[config.mk]
export PLATFORM = sky130hd
export DESIGN_NAME = spi_txn_scheduler_flat
export DESIGN_NICKNAME = d
export VERILOG_FILES = /design/src/rtl/spi_txn_scheduler_if.sv /design/src/rtl/spi_txn_scheduler.sv /design/src/flat_wrapper.sv
export SDC_FILE = /design/constraint.sdc
export NUM_CORES = 1
export LEC_CHECK = 0
export CAP_MARGIN = 5
export CORE_ASPECT_RATIO = 1.1
export CORE_MARGIN = 2
export CORE_UTILIZATION = 40
export CTS_CLUSTER_SIZE = 12
export DETAILED_ROUTE_END_ITERATION = 12
export GPL_TIMING_DRIVEN = 0
export PLACE_DENSITY = 0.8
export REMOVE_ABC_BUFFERS = 1
export SLEW_MARGIN = 10
export SYNTH_ARGS = -nofsm -noshare
export SYNTH_HDL_FRONTEND = slang
export SYNTH_SLANG_ARGS = --single-unit
[constraint.sdc]
create_clock -name pclk -period 3.5 [get_ports pclk]
set_input_delay 0.7 -clock pclk [delete_from_list [all_inputs] [get_ports pclk]]
set_output_delay 0.7 -clock pclk [all_outputs]
set_load 0.05 [all_outputs]
[src/rtl/spi_txn_scheduler_if.sv]
// Register-bus link between the transaction scheduler (master) and the
// SPI controller's pclk-domain register port (slave).
interface spi_txn_scheduler_if #(
  parameter int unsigned WIDTH = 8
);
  logic [WIDTH-1:0] paddr;
  logic [WIDTH-1:0] pwdata;
  logic             pwr_rd;
  logic             penable;
  logic [WIDTH-1:0] prdata;
  logic             pready;

  modport master (
    output paddr, pwdata, pwr_rd, penable,
    input  prdata, pready
  );

  modport slave (
    input  paddr, pwdata, pwr_rd, penable,
    output prdata, pready
  );
endinterface

[src/rtl/spi_txn_scheduler.sv]
// Round-robin arbiter that turns each granted request into one SPI job
// (addr/data/ctrl writes, busy poll, MISO read-back) on the register bus.
module spi_txn_scheduler #(
  parameter int unsigned NUM_REQ  = 4,
  parameter int unsigned WIDTH    = 8,
  parameter int unsigned POLL_MAX = 255
) (
  input  logic                     pclk,
  input  logic                     prst,
  input  logic [NUM_REQ-1:0]       req_valid,
  input  logic [NUM_REQ*WIDTH-1:0] req_addr,
  input  logic [NUM_REQ*WIDTH-1:0] req_wdata,
  output logic [NUM_REQ-1:0]       req_ack,
  output logic [WIDTH-1:0]         rsp_rdata,
  output logic                     rsp_err,
  spi_txn_scheduler_if.master      bus
);

  localparam int unsigned IDX_W = (NUM_REQ > 1) ? $clog2(NUM_REQ) : 1;
  localparam int unsigned CNT_W = $clog2(POLL_MAX + 1);

  localparam logic [WIDTH-1:0] REG_ADDR = WIDTH'(8'h00);
  localparam logic [WIDTH-1:0] REG_DATA = WIDTH'(8'h10);
  localparam logic [WIDTH-1:0] REG_CTRL = WIDTH'(8'h20);
  localparam logic [WIDTH-1:0] CTRL_GO  = WIDTH'(8'b0_000_000_1);

  typedef enum logic [2:0] {
    IDLE, WR_ADDR, WR_DATA, WR_CTRL, POLL, RD_DATA, ACK
  } state_e;

  state_e             state_q, state_d;
  state_e             nxt_q, nxt_d;
  logic               gap_q, gap_d;
  logic [IDX_W-1:0]   last_q, last_d;
  logic [WIDTH-1:0]   addr_q, addr_d;
  logic [WIDTH-1:0]   wdata_q, wdata_d;
  logic [CNT_W-1:0]   cnt_q, cnt_d;
  logic               err_q, err_d;
  logic [WIDTH-1:0]   paddr_q, paddr_d;
  logic [WIDTH-1:0]   pwdata_q, pwdata_d;
  logic               pwr_rd_q, pwr_rd_d;
  logic               penable_q, penable_d;
  logic [NUM_REQ-1:0] req_ack_q, req_ack_d;
  logic [WIDTH-1:0]   rsp_rdata_q, rsp_rdata_d;
  logic               rsp_err_q, rsp_err_d;

  logic [IDX_W-1:0]   gnt_c;
  logic               gnt_vld_c;
  logic [CNT_W-1:0]   cnt_inc_c;
  logic               start_c;
  state_e             start_st_c;

  assign cnt_inc_c = cnt_q + CNT_W'(1);

  // First pending requester after the last grant, wrapping around.
  always_comb begin : rr_pick
    int unsigned idx;
    gnt_c     = last_q;
    gnt_vld_c = 1'b0;
    idx       = 0;
    for (int unsigned k = 1; k <= NUM_REQ; k++) begin
      idx = 32'(last_q) + k;
      if (idx >= NUM_REQ) idx = idx - NUM_REQ;
      if (!gnt_vld_c && req_valid[IDX_W'(idx)]) begin
        gnt_vld_c = 1'b1;
        gnt_c     = IDX_W'(idx);
      end
    end
  end

  always_comb begin : next_state
    state_d     = state_q;
    nxt_d       = nxt_q;
    gap_d       = gap_q;
    last_d      = last_q;
    addr_d      = addr_q;
    wdata_d     = wdata_q;
    cnt_d       = cnt_q;
    err_d       = err_q;
    paddr_d     = paddr_q;
    pwdata_d    = pwdata_q;
    pwr_rd_d    = pwr_rd_q;
    penable_d   = penable_q;
    req_ack_d   = '0;
    rsp_rdata_d = rsp_rdata_q;
    rsp_err_d   = 1'b0;
    start_c     = 1'b0;
    start_st_c  = IDLE;

    case (state_q)
      IDLE: begin
        if (gnt_vld_c) begin
          last_d     = gnt_c;
          addr_d     = req_addr[32'(gnt_c)*WIDTH +: WIDTH];
          wdata_d    = req_wdata[32'(gnt_c)*WIDTH +: WIDTH];
          state_d    = WR_ADDR;
          start_c    = 1'b1;
          start_st_c = WR_ADDR;
        end
      end
      ACK: begin
        req_ack_d[last_q] = 1'b1;
        rsp_err_d         = err_q;
        err_d             = 1'b0;
        cnt_d             = '0;
        state_d           = IDLE;
      end
      default: begin
        if (gap_q) begin
          // Idle cycle done: move on and launch the next access, if any.
          state_d = nxt_q;
          if (nxt_q != ACK) begin
            start_c    = 1'b1;
            start_st_c = nxt_q;
          end
        end else if (bus.pready) begin
          gap_d     = 1'b1;
          penable_d = 1'b0;
          paddr_d   = '0;
          pwdata_d  = '0;
          pwr_rd_d  = 1'b0;
          case (state_q)
            WR_ADDR: nxt_d = WR_DATA;
            WR_DATA: nxt_d = WR_CTRL;
            WR_CTRL: nxt_d = POLL;
            POLL: begin
              cnt_d = cnt_inc_c;
              if (!bus.prdata[0]) begin
                nxt_d = RD_DATA;
              end else if (cnt_inc_c == CNT_W'(POLL_MAX)) begin
                err_d       = 1'b1;
                rsp_rdata_d = '0;
                nxt_d       = ACK;
              end else begin
                nxt_d = POLL;
              end
            end
            RD_DATA: begin
              rsp_rdata_d = bus.prdata;
              nxt_d       = ACK;
            end
            default: nxt_d = IDLE;
          endcase
        end
      end
    endcase

    // Access launch: bus fields are registered so they are stable from the first cycle.
    if (start_c) begin
      penable_d = 1'b1;
      gap_d     = 1'b0;
      case (start_st_c)
        WR_ADDR: begin paddr_d = REG_ADDR; pwdata_d = addr_d;  pwr_rd_d = 1'b1; end
        WR_DATA: begin paddr_d = REG_DATA; pwdata_d = wdata_d; pwr_rd_d = 1'b1; end
        WR_CTRL: begin paddr_d = REG_CTRL; pwdata_d = CTRL_GO; pwr_rd_d = 1'b1; end
        POLL:    begin paddr_d = REG_CTRL; pwdata_d = '0;      pwr_rd_d = 1'b0; end
        RD_DATA: begin paddr_d = REG_DATA; pwdata_d = '0;      pwr_rd_d = 1'b0; end
        default: begin
          penable_d = 1'b0;
          paddr_d   = '0;
          pwdata_d  = '0;
          pwr_rd_d  = 1'b0;
        end
      endcase
    end
  end

  always_ff @(posedge pclk or negedge prst) begin
    if (!prst) begin
      state_q     <= IDLE;
      nxt_q       <= IDLE;
      gap_q       <= 1'b0;
      last_q      <= IDX_W'(NUM_REQ - 1);
      addr_q      <= '0;
      wdata_q     <= '0;
      cnt_q       <= '0;
      err_q       <= 1'b0;
      paddr_q     <= '0;
      pwdata_q    <= '0;
      pwr_rd_q    <= 1'b0;
      penable_q   <= 1'b0;
      req_ack_q   <= '0;
      rsp_rdata_q <= '0;
      rsp_err_q   <= 1'b0;
    end else begin
      state_q     <= state_d;
      nxt_q       <= nxt_d;
      gap_q       <= gap_d;
      last_q      <= last_d;
      addr_q      <= addr_d;
      wdata_q     <= wdata_d;
      cnt_q       <= cnt_d;
      err_q       <= err_d;
      paddr_q     <= paddr_d;
      pwdata_q    <= pwdata_d;
      pwr_rd_q    <= pwr_rd_d;
      penable_q   <= penable_d;
      req_ack_q   <= req_ack_d;
      rsp_rdata_q <= rsp_rdata_d;
      rsp_err_q   <= rsp_err_d;
    end
  end

  assign bus.paddr   = paddr_q;
  assign bus.pwdata  = pwdata_q;
  assign bus.pwr_rd  = pwr_rd_q;
  assign bus.penable = penable_q;
  assign req_ack     = req_ack_q;
  assign rsp_rdata   = rsp_rdata_q;
  assign rsp_err     = rsp_err_q;

endmodule

[src/flat_wrapper.sv]
// flat-port wrapper written by rule: the top's interface ports become plain ports
module spi_txn_scheduler_flat 
#(
  parameter int unsigned NUM_REQ  = 4,
  parameter int unsigned WIDTH    = 8,
  parameter int unsigned POLL_MAX = 255
)
  (pclk, prst, req_valid, req_addr, req_wdata, req_ack, rsp_rdata, rsp_err, bus_paddr, bus_pwdata, bus_pwr_rd, bus_penable, bus_prdata, bus_pready);
  spi_txn_scheduler_if #(.WIDTH(WIDTH)) bus_i ();
  input  logic pclk;
  input  logic prst;
  input  logic [NUM_REQ-1:0] req_valid;
  input  logic [NUM_REQ*WIDTH-1:0] req_addr;
  input  logic [NUM_REQ*WIDTH-1:0] req_wdata;
  output logic [NUM_REQ-1:0] req_ack;
  output logic [WIDTH-1:0] rsp_rdata;
  output logic rsp_err;
  output wire logic [$bits(bus_i.paddr)-1:0] bus_paddr;
  output wire logic [$bits(bus_i.pwdata)-1:0] bus_pwdata;
  output wire logic [$bits(bus_i.pwr_rd)-1:0] bus_pwr_rd;
  output wire logic [$bits(bus_i.penable)-1:0] bus_penable;
  input wire logic [$bits(bus_i.prdata)-1:0] bus_prdata;
  input wire logic [$bits(bus_i.pready)-1:0] bus_pready;
  assign bus_paddr = bus_i.paddr;
  assign bus_pwdata = bus_i.pwdata;
  assign bus_pwr_rd = bus_i.pwr_rd;
  assign bus_penable = bus_i.penable;
  assign bus_i.prdata = bus_prdata;
  assign bus_i.pready = bus_pready;
  spi_txn_scheduler #(.NUM_REQ(NUM_REQ), .WIDTH(WIDTH), .POLL_MAX(POLL_MAX)) u_core (.pclk(pclk), .prst(prst), .req_valid(req_valid), .req_addr(req_addr), .req_wdata(req_wdata), .req_ack(req_ack), .rsp_rdata(rsp_rdata), .rsp_err(rsp_err), .bus(bus_i));
endmodule
==> impl_summary.txt <==
----------------------------------------------------
[Power and ir drop]
  Leakage Power ... 2.02 nW
  Highest ir drop seen on vdd ... 381 uV
  Total power divided by cell area ... 832 nW/um^2

[Min path]
  Class of the tightest hold or removal check ... input pin to async pin

[CTS]
  CTS H-tree lvls ... 3
  Clock buffers created by TritonCTS ... 9
  Number of clock sinks ... 59
  Post-CTS Setup Repair Bufs ... 0
  Buffer type at the clock tree root ... clkbuf_8
  Deepest clock path buffer count ... 2
  Hold-fix buffer count after cts ... 0
  Clock tree from TritonCTS ... built
  Latest clock arrival within the worst-skew pair ... 330 ps
  Clock slew at the register clock pins of the worst setup and hold paths ... 60 ps
  Number of gates given a new drive strength after cts ... 0

[Timing]
  Worst hold slack ... 383 ps
  Setup TNS ... 0 ps
  Final period demand of the worst path ... 3160 ps
  Clock skew after layout ... 8.66 ps
  Final Setup Violations ... 0
  Fmax achieved ... 317 MHz
  Max-slew headroom ... 33.4%
  Number of slew-limit violations in the final report ... 0
  Hold violation total from the final report ... 0
  Unrepaired setup endpoints after global routing ... false
  Final period utilization ... 90.2%
  Slew at the pin closest to its max-slew limit ... 999 ps

[GRT]
  Vias in the first global route ... 2,799
  Total congestion overflow after global routing ... 0
  Number of antenna violations at the first check in global routing ... 0
  Met2 Track Usage GR ... 29.4%
  Most used routing layer ... met2
  Met3 Use GR ... 5.36%
  Grt met1 use ... 20.3%
  First-pass GRT wire length ... 12.8 mm
  Pin count of the biggest net entering global routing ... 41
  Global router's overall resource usage ... 16.9%

[Logic synthesis]
  Mean Syn Cell Area ... 10.1 sq um
  Most area-consuming cells after synthesis ... dfrtp_1 (41%), mux2i_1 (11%), mux2_2 (4.9%)
  Number of library cell types mapped by synthesis ... 48
  Sequential fraction of the synthesis area ... 42.6%
  Synth Instances ... 343
  Number of enable-type register cells in the synthesized netlist ... 0
  Share of the synthesized area in the top cell type ... 41.1%
  Most common cell in the synthesized netlist ... dfrtp_1
  Share of flip-flops with an asynchronous set or reset ... 100%
  Most instantiated cells after synthesis ... dfrtp_1 (57), nand2_1 (42), mux2i_1 (39), o21ai_0 (18), nor2_1 (17)
  Prevailing post-synth register cell ... dfrtp_1
  Synthesis-stage register bit count ... 59
  Mapped Area ... 3470 sq um
  Cell taking the most area after synthesis ... dfrtp_1
  Ys Warns ... 0

[Placement]
  Post-detailed-placement half-perimeter wirelength ... 5.83 mm
  Gpl congestion ... 0.893
  Post-Place Cells ... 540
  Number of I/O port buffers ... 103
  Total placed instance area ... 4540 sq um

[Drt]
  Number of vias after detailed routing ... 2,914
  Via-per-instance ratio ... 5.24
  Per-cell routed wire length ... 13.5 um
  Drt total wl ... 7.52 mm
  Antenna Nets Post-Route ... 0
  Detailed router's first-iteration violation count ... 155
  Number of optimization iterations in the first detailed-route pass ... 4
  Final routed DRC violation total ... 0

[Flow run]
  Number of max-capacitance violations reported ... 0

[Floorplan]
  Die extent in y ... 102 um
  Row count ... 35
  Area of the core ... 8410 sq um
  Area of the die ... 9430 sq um
  Number of primary I/O pins ... 110
  Initial Util ... 41.2%
  Die X-Extent ... 92.8 um

[Critical path]
  Critical path arrival ... 3360 ps
  Worst setup slack for register-to-register paths ... 340 ps
  Type of element launching the critical path ... register
  Critical path class ... register to register
  Data required time of the worst path ... 3710 ps
  Peak fanout along the critical path ... 24
  Sort of element at the end of the critical path ... register

[Cells and area]
  Number of non-filler instances in the completed layout ... 556
  Ratio of cells with drive above 1 in the final layout ... 10.8%
  Net count reported at finish ... 525
  Post-route cell area ... 4690 sq um
  Antenna diode count ... 0
  Area growth from synthesis to layout ... 35.3%

[Status]
  Status ... finished clean

----------------------------------------------------
## placed cells by master (no fill, tap or decap), types with 7 or more instances in the layout
cell type        synthesis  layout
clkdlybuf4s50_1          0     102
dfrtp_1                 57      57
nand2_1                 42      42
mux2i_1                 39      39
o21ai_0                 18      18
nor2_1                  17      17
mux2_2                  15      15
o21ai_1                 12      12
a22o_1                  11      11
inv_1                    9       9
clkbuf_8                 0       9
and3_1                   7       7
a22oi_1                  7       7
o211ai_1                 7       7
## critical path: stages, from the launching register on
cell      delay [ps]
dfstp_2          590
inv_1            140
ha_1             370
mux2_2           350
o221ai_1         310
o221ai_4         470
mux2i_1          290
mux2i_1          130
a221o_1          360
## stage by stage
stage / worst slack, ps / total power, mW / util, %
6_report: 345 / 3.90 / 55.8
5_1_grt: 120 / 4.21 / 55.8
4_1_cts: 313 / 3.95 / 55.8
3_5_place_dp: 154 / 3.44 / 54.0
3_3_place_gp: -107 / 3.36 / 53.6
2_1_floorplan: 686 / 2.80 / -
## per-layer routing
layer  share of wire, %  vias to the layer above  routed length [um]
met5                  0                        -                   0
met4               0.76                        0                  57
met3                8.0                        6                 605
met2                 50                      117                3730
met1                 42                     1363                3120
li1                   -                     1428                   -
## area by class of cell
cell class,instances,area (sq um)
clock buffers,13,139
fillers,716,3710
multi-input cells,256,1830
flip-flops and latches,59,1480
well taps,111,139
repair buffers,105,1060
inverters,9,33.8
clock inverters,3,15.0
## where the power goes
part           total, mW  internal, mW  switching [mW]
Clock              0.494         0.254           0.240
Sequential          1.20         0.953           0.251
Combinational       2.21         0.985            1.22
Total               3.90          2.19            1.71
## kinds of logic (layout without fill, tap and decap cells)
family	count (synthesis)	count (layout)	synth area share, %
AND/OR/NAND/NOR	99	99	13.9
AO/OA/AOI/OAI	82	82	16.9
flip-flops	59	59	42.6
multiplexers	57	57	17.4
buffers and inverters	33	130	5.30
adder cells (fa/ha/maj)	6	6	2.16
XOR/XNOR	6	6	1.52
other	1	6	0.108
## path summary, 6_finish.rpt
| kind | startpoint | endpoint | cells after the start |
|---|---|---|---|
| worst max-delay path | u_core.last_q[0] | u_core.bus.pwdata[0] | 8 |
| worst min-delay path | prst | u_core.cnt_q[2] | 1 |
| worst max register to register | u_core.last_q[0] | u_core.bus.pwdata[0] | 8 |
| worst min register to register | u_core.wdata_q[3] | u_core.wdata_q[3] | 2 |
| max in group asynchronous | prst | u_core.state_q[1] | 2 |
| min in group pclk | u_core.wdata_q[3] | u_core.wdata_q[3] | 2 |
## sequential cells by signal, indices dropped and copies added, names as in the netlist
| name | count |
|---|---|
| u_core.bus.penable | 1 |
| u_core.bus.pwdata | 8 |
| u_core.wdata_q | 8 |
| u_core.bus.pwr_rd | 1 |
| u_core.err_q | 1 |
| u_core.rsp_rdata | 8 |
| u_core.bus.paddr | 2 |
| u_core.req_ack | 4 |
| u_core.gap_q | 1 |
| u_core.rsp_err | 1 |
| u_core.state_q | 3 |
| u_core.nxt_q | 3 |
| u_core.cnt_q | 8 |
| u_core.last_q | 2 |
| u_core.addr_q | 8 |
Note: power is estimated with default switching activity, not from simulation.
==> RTL change 1: new RTL, config.mk and constraints unchanged <==
`WIDTH` is set to 8 in 3 places; all go to 7.
--- a/src/rtl/spi_txn_scheduler_if.sv
+++ b/src/rtl/spi_txn_scheduler_if.sv
@@ -1,7 +1,7 @@
 // Register-bus link between the transaction scheduler (master) and the
 // SPI controller's pclk-domain register port (slave).
 interface spi_txn_scheduler_if #(
-  parameter int unsigned WIDTH = 8
+  parameter int unsigned WIDTH = 7
 );
   logic [WIDTH-1:0] paddr;
   logic [WIDTH-1:0] pwdata;
--- a/src/rtl/spi_txn_scheduler.sv
+++ b/src/rtl/spi_txn_scheduler.sv
@@ -2,7 +2,7 @@
 // (addr/data/ctrl writes, busy poll, MISO read-back) on the register bus.
 module spi_txn_scheduler #(
   parameter int unsigned NUM_REQ  = 4,
-  parameter int unsigned WIDTH    = 8,
+  parameter int unsigned WIDTH    = 7,
   parameter int unsigned POLL_MAX = 255
 ) (
   input  logic                     pclk,
--- a/src/flat_wrapper.sv
+++ b/src/flat_wrapper.sv
@@ -2,7 +2,7 @@
 module spi_txn_scheduler_flat 
 #(
   parameter int unsigned NUM_REQ  = 4,
-  parameter int unsigned WIDTH    = 8,
+  parameter int unsigned WIDTH    = 7,
   parameter int unsigned POLL_MAX = 255
 )
   (pclk, prst, req_valid, req_addr, req_wdata, req_ack, rsp_rdata, rsp_err, bus_paddr, bus_pwdata, bus_pwr_rd, bus_penable, bus_prdata, bus_pready);
Ports: changed (6 resized); port bits go from 110 to 98. The function was not compared with the original's and may differ.
==> RTL change 1 against the original RTL <==
  * Combinational power grew 24%
  * Final area shrank 1.3%
  * Power grew 11%
  * Critical path depth is the same
  * Sequential cell count shrank 4
  * Worst setup slack lost 180 ps
  * Hold slack is essentially flat
  * Wire length grew 23%
  * Synthesized area grew 3.2%
  * Critical path type unchanged
==> RTL change 1: results (changes against the original RTL) <==
| Metric | Value |
|---|---|
| Status | complete, no violations (unchanged) |
| Antenna viol nets, final | 0 (unchanged) |
| Comb pwr share | 63.8% (was 56.5%) |
| Largest net degree at the start of global routing | 30 (was 41) |
| Register-to-register setup slack | 170 ps (was 340 ps) |
| Routed len/inst | 16.58 µm (was 13.52 µm) |
| Worst-path maximum fanout | 20 (was 24) |
| Global placement routability congestion | 0.8822 (was 0.8931) |
| Htree depth | 2 (was 3) |
| Netlist cell types | 60 (was 48) |
| LEAKAGE | 1.891 nW (was 2.022 nW) |
| Flop pwr share | 27.5% (was 30.8%) |
| Mapped Cells | 375 (was 343) |
| PwrDens | 932.6 mW/mm² (was 831.8 mW/mm²) |
| Vias in the first global route | 3048 (was 2799) |
| Leading post-synthesis cells by cell area | dfrtp_1, mux2i_1, a211oi_1 (was dfrtp_1, mux2i_1, mux2_2) |
| Post-synthesis xor/xnor area fraction | 0.7338% (was 1.515%) |
| Routing usage on met1 | 22.97% (was 20.26%) |
| First-pass GRT wire length | 14.42 mm (was 12.78 mm) |
| Actual slew at the worst max-slew pin | 943.6 ps (was 998.8 ps) |
| Average vias per placed instance | 5.821 (was 5.241) |
| DP HPWL | 6.463 mm (was 5.831 mm) |
| IO buf count | 92 (was 103) |
| Met1 WL | 3.873 mm (was 3.124 mm) |
| Dpl cell area | 0.004456 mm² (was 0.004539 mm²) |
| Final Skew | 7.934 ps (was 8.658 ps) |
| Synth Area in Compound Gates | 26.31% (was 16.92%) |
| Met2 WL | 4.611 mm (was 3.731 mm) |
| Final Instance Count excl. Fillers | 559 (was 556) |
| CP endpoint | u_core.addr_q[0]$_DFF_PN0_ (was u_core.bus.pwdata[0]$_DFFE_PN0P_) |
| Max VDD drop | 0.0004100 V (was 0.0003811 V) |
| Fmax | 300.2 MHz (was 316.9 MHz) |
| Dpl cells | 550 (was 540) |
| Overall fraction of global-route tracks in use | 18.43% (was 16.92%) |
| M3 GR Usage | 3.986% (was 5.357%) |
| WL met3 | 667 µm (was 605 µm) |
| Commonest cells post-synth | dfrtp_1, nor2_1, inv_1, a211oi_1, nand2_1 (was dfrtp_1, nand2_1, mux2i_1, o21ai_0, nor2_1) |
| Placement Setup Slack | -664.4 ps (was 153.7 ps) |
| Clock Latency Late Sink | 310 ps (was 330 ps) |
| Post-synthesis mux area share | 7.932% (was 17.42%) |
| Hold WS | 383.0 ps (was 382.9 ps) |
| Net Sw Power | 2.164 mW (was 1.712 mW) |
| DRT iter0 DRCs | 303 (was 155) |
| Arr. time, crit path | 3590 ps (was 3360 ps) |
| CP endpoint kind | register (unchanged) |
| Cts bufs inserted | 5 (was 9) |
| N_diodes | 0 (unchanged) |
| Worst-path clk slew | 100 ps (was 60 ps) |
| DRT Pass-1 Iters | 6 (was 4) |
| Final nets | 520 (was 525) |
| Layout cells sized above 1 | 10.56% (was 10.79%) |
| Synth Area in Adders | 2.096% (was 2.165%) |
[RTL change 1: changes by cell type after synthesis, sizes merged, moves of 12 or more]
cell    before  now
o21ai       35   19
a31oi        2   14
mux2i       39   16
nand2       42   19
a211oi       3   25
inv          9   26
[RTL change 1: worst max-delay path: stages, from the launching register on]
cell       delay [ps]
dfstp_2           730
inv_1             270
ha_1              430
nand2b_1          170
a211o_1           430
o2111ai_4         330
and3_4            410
mux2i_1           300
mux2_2            190
[RTL change 1: layout make-up]
class / count / area, µm²
Clock buffer: 6 / 82.58
Clock inverter: 2 / 16.27
Fill cell: 769 / 4151
Inverter: 26 / 97.59
Multi-Input combinational cell: 263 / 1978
Sequential cell: 55 / 1379
Tap cell: 114 / 142.6
Timing Repair Buffer: 93 / 935.9
[RTL change 1: repair_timing]
action	CTS	global route
gates cloned	0	1
endpoints found under the setup margin	20	20
gates resized for setup	6	5
pin swaps	0	2
==> RTL change 2: new RTL, same flow settings <==
Made on the original files. `paddr_q` no longer has a reset.
--- a/src/rtl/spi_txn_scheduler.sv
+++ b/src/rtl/spi_txn_scheduler.sv
@@ -175,7 +175,6 @@
       wdata_q     <= '0;
       cnt_q       <= '0;
       err_q       <= 1'b0;
-      paddr_q     <= '0;
       pwdata_q    <= '0;
       pwr_rd_q    <= 1'b0;
       penable_q   <= 1'b0;
@@ -191,7 +190,6 @@
       wdata_q     <= wdata_d;
       cnt_q       <= cnt_d;
       err_q       <= err_d;
-      paddr_q     <= paddr_d;
       pwdata_q    <= pwdata_d;
       pwr_rd_q    <= pwr_rd_d;
       penable_q   <= penable_d;
@@ -201,6 +199,10 @@
     end
   end
 
+  always_ff @(posedge pclk) begin
+    paddr_q <= paddr_d;
+  end
+
   assign bus.paddr   = paddr_q;
   assign bus.pwdata  = pwdata_q;
   assign bus.pwr_rd  = pwr_rd_q;
Function: differs if prst is asserted again (counterexample within 4 cycles, from zero or initial values and one cycle with prst low); with prst held inactive, the same outputs for 10 cycles.
==> RTL change 2 against the original RTL <==
  * Via count increased by 30%
  * Critical path depth is the same
  * Wire length is 46% higher
  * Utilization down 2.3 points
  * Worst setup slack got worse by 110 ps
  * Synthesized cell count up 24%
  * Largest cell class unchanged
  * Sequential cell count is the same
  * Final cell count increased by 14%
  * Final area is 12% higher
  * Synthesized area is 16% higher
  * Global-route usage increased by 3.3 points
  * Power grew 21%
==> RTL change 2: results (changes against the original RTL) <==
| Metric | Value |
|---|---|
| Final Skew | 12.85 ps (was 8.658 ps) |
| DRT Pass-1 Iters | 5 (was 4) |
| Crit path max-delay family | simple AND/OR/NAND/NOR gates (was compound AO/OA/AOI/OAI gates) |
| Overall fraction of global-route tracks in use | 20.21% (was 16.92%) |
| CP endpoint | u_core.bus.pwdata[1]$_DFFE_PN0P_ (was u_core.bus.pwdata[0]$_DFFE_PN0P_) |
| Met1 WL | 4.662 mm (was 3.124 mm) |
| Met2 Use GR | 32.63% (was 29.38%) |
| DP HPWL | 7.804 mm (was 5.831 mm) |
| Commonest cells post-synth | dfrtp_1, clkbuf_1, inv_1, o21ai_0 (was dfrtp_1, nand2_1, mux2i_1, o21ai_0, nor2_1) |
| Final nets | 593 (was 525) |
| Leading post-synthesis cells by cell area | dfrtp_1, and3_1, o21ai_0 (was dfrtp_1, mux2i_1, mux2_2) |
| Flop pwr share | 27.6% (was 30.8%) |
| Post-cts sizing count | 7 (was 0) |
| EDFF count, synth | 2 (was 0) |
| Register area share after synthesis | 37.07% (was 42.64%) |
| Reg2reg start | u_core.last_q[0]$_DFFE_PN1P_ (was u_core.last_q[0]$_DFFE_PN1N_) |
| First-pass GRT wire length | 17.73 mm (was 12.78 mm) |
| Netlist cell types | 75 (was 48) |
| Comb pwr | 2.91 mW (was 2.21 mW) |
| Routed WL | 11.01 mm (was 7.519 mm) |
| Comb pwr share | 61.6% (was 56.5%) |
| Hold WS | 342.1 ps (was 382.9 ps) |
| Worst-path maximum fanout | 19 (was 24) |
| Global placement routability congestion | 0.8630 (was 0.8931) |
| Critical Path Max Stage Delay | 760 ps (was 590 ps) |
| Met2 WL | 5.500 mm (was 3.731 mm) |
| Routing usage on met1 | 27.33% (was 20.26%) |
| Vias in the first global route | 3657 (was 2799) |
| Layout cells sized above 1 | 11.50% (was 10.79%) |
| Routed len/inst | 17.39 µm (was 13.52 µm) |
| Setup bufs post-CTS | 2 (was 0) |
| Largest net degree at the start of global routing | 37 (was 41) |
| Mapped Cells | 426 (was 343) |
| M3 GR Usage | 3.910% (was 5.357%) |
| Status | complete, no violations (unchanged) |
| DRT iter0 DRCs | 305 (was 155) |
| WL met3 | 596 µm (was 605 µm) |
## RTL change 2: changes by cell type in the layout (fill, tap and decap cells not counted), moves of 14 or more
cell | unedited run | this run
mux2i_1 | 39 | 5
nand2_1 | 42 | 22
and3_1 | 7 | 23
nand3_1 | 6 | 22
inv_1 | 9 | 24
o31ai_1 | 0 | 14
## RTL change 2: area by class of cell
class,count,area [µm²]
fillers,862,4573
repair inverters,1,5.005
well taps,120,150.1
clock buffers,12,135.1
clock inverters,4,20.02
repair buffers,108,1092
flip-flops and latches,59,1493
inverters,25,97.59
multi-input cells,304,2276
## RTL change 2: cell families after synthesis
kind of cell    count (synthesis)  share of synthesized area (%)
simple gates                  144                          20.19
mux                            10                          3.022
buf+inv                        68                          7.850
compound gates                133                          28.82
flops                          59                          37.07
xor+xnor                        5                          1.091
other cells                     1                        0.09337
fa+ha+maj                       6                          1.869
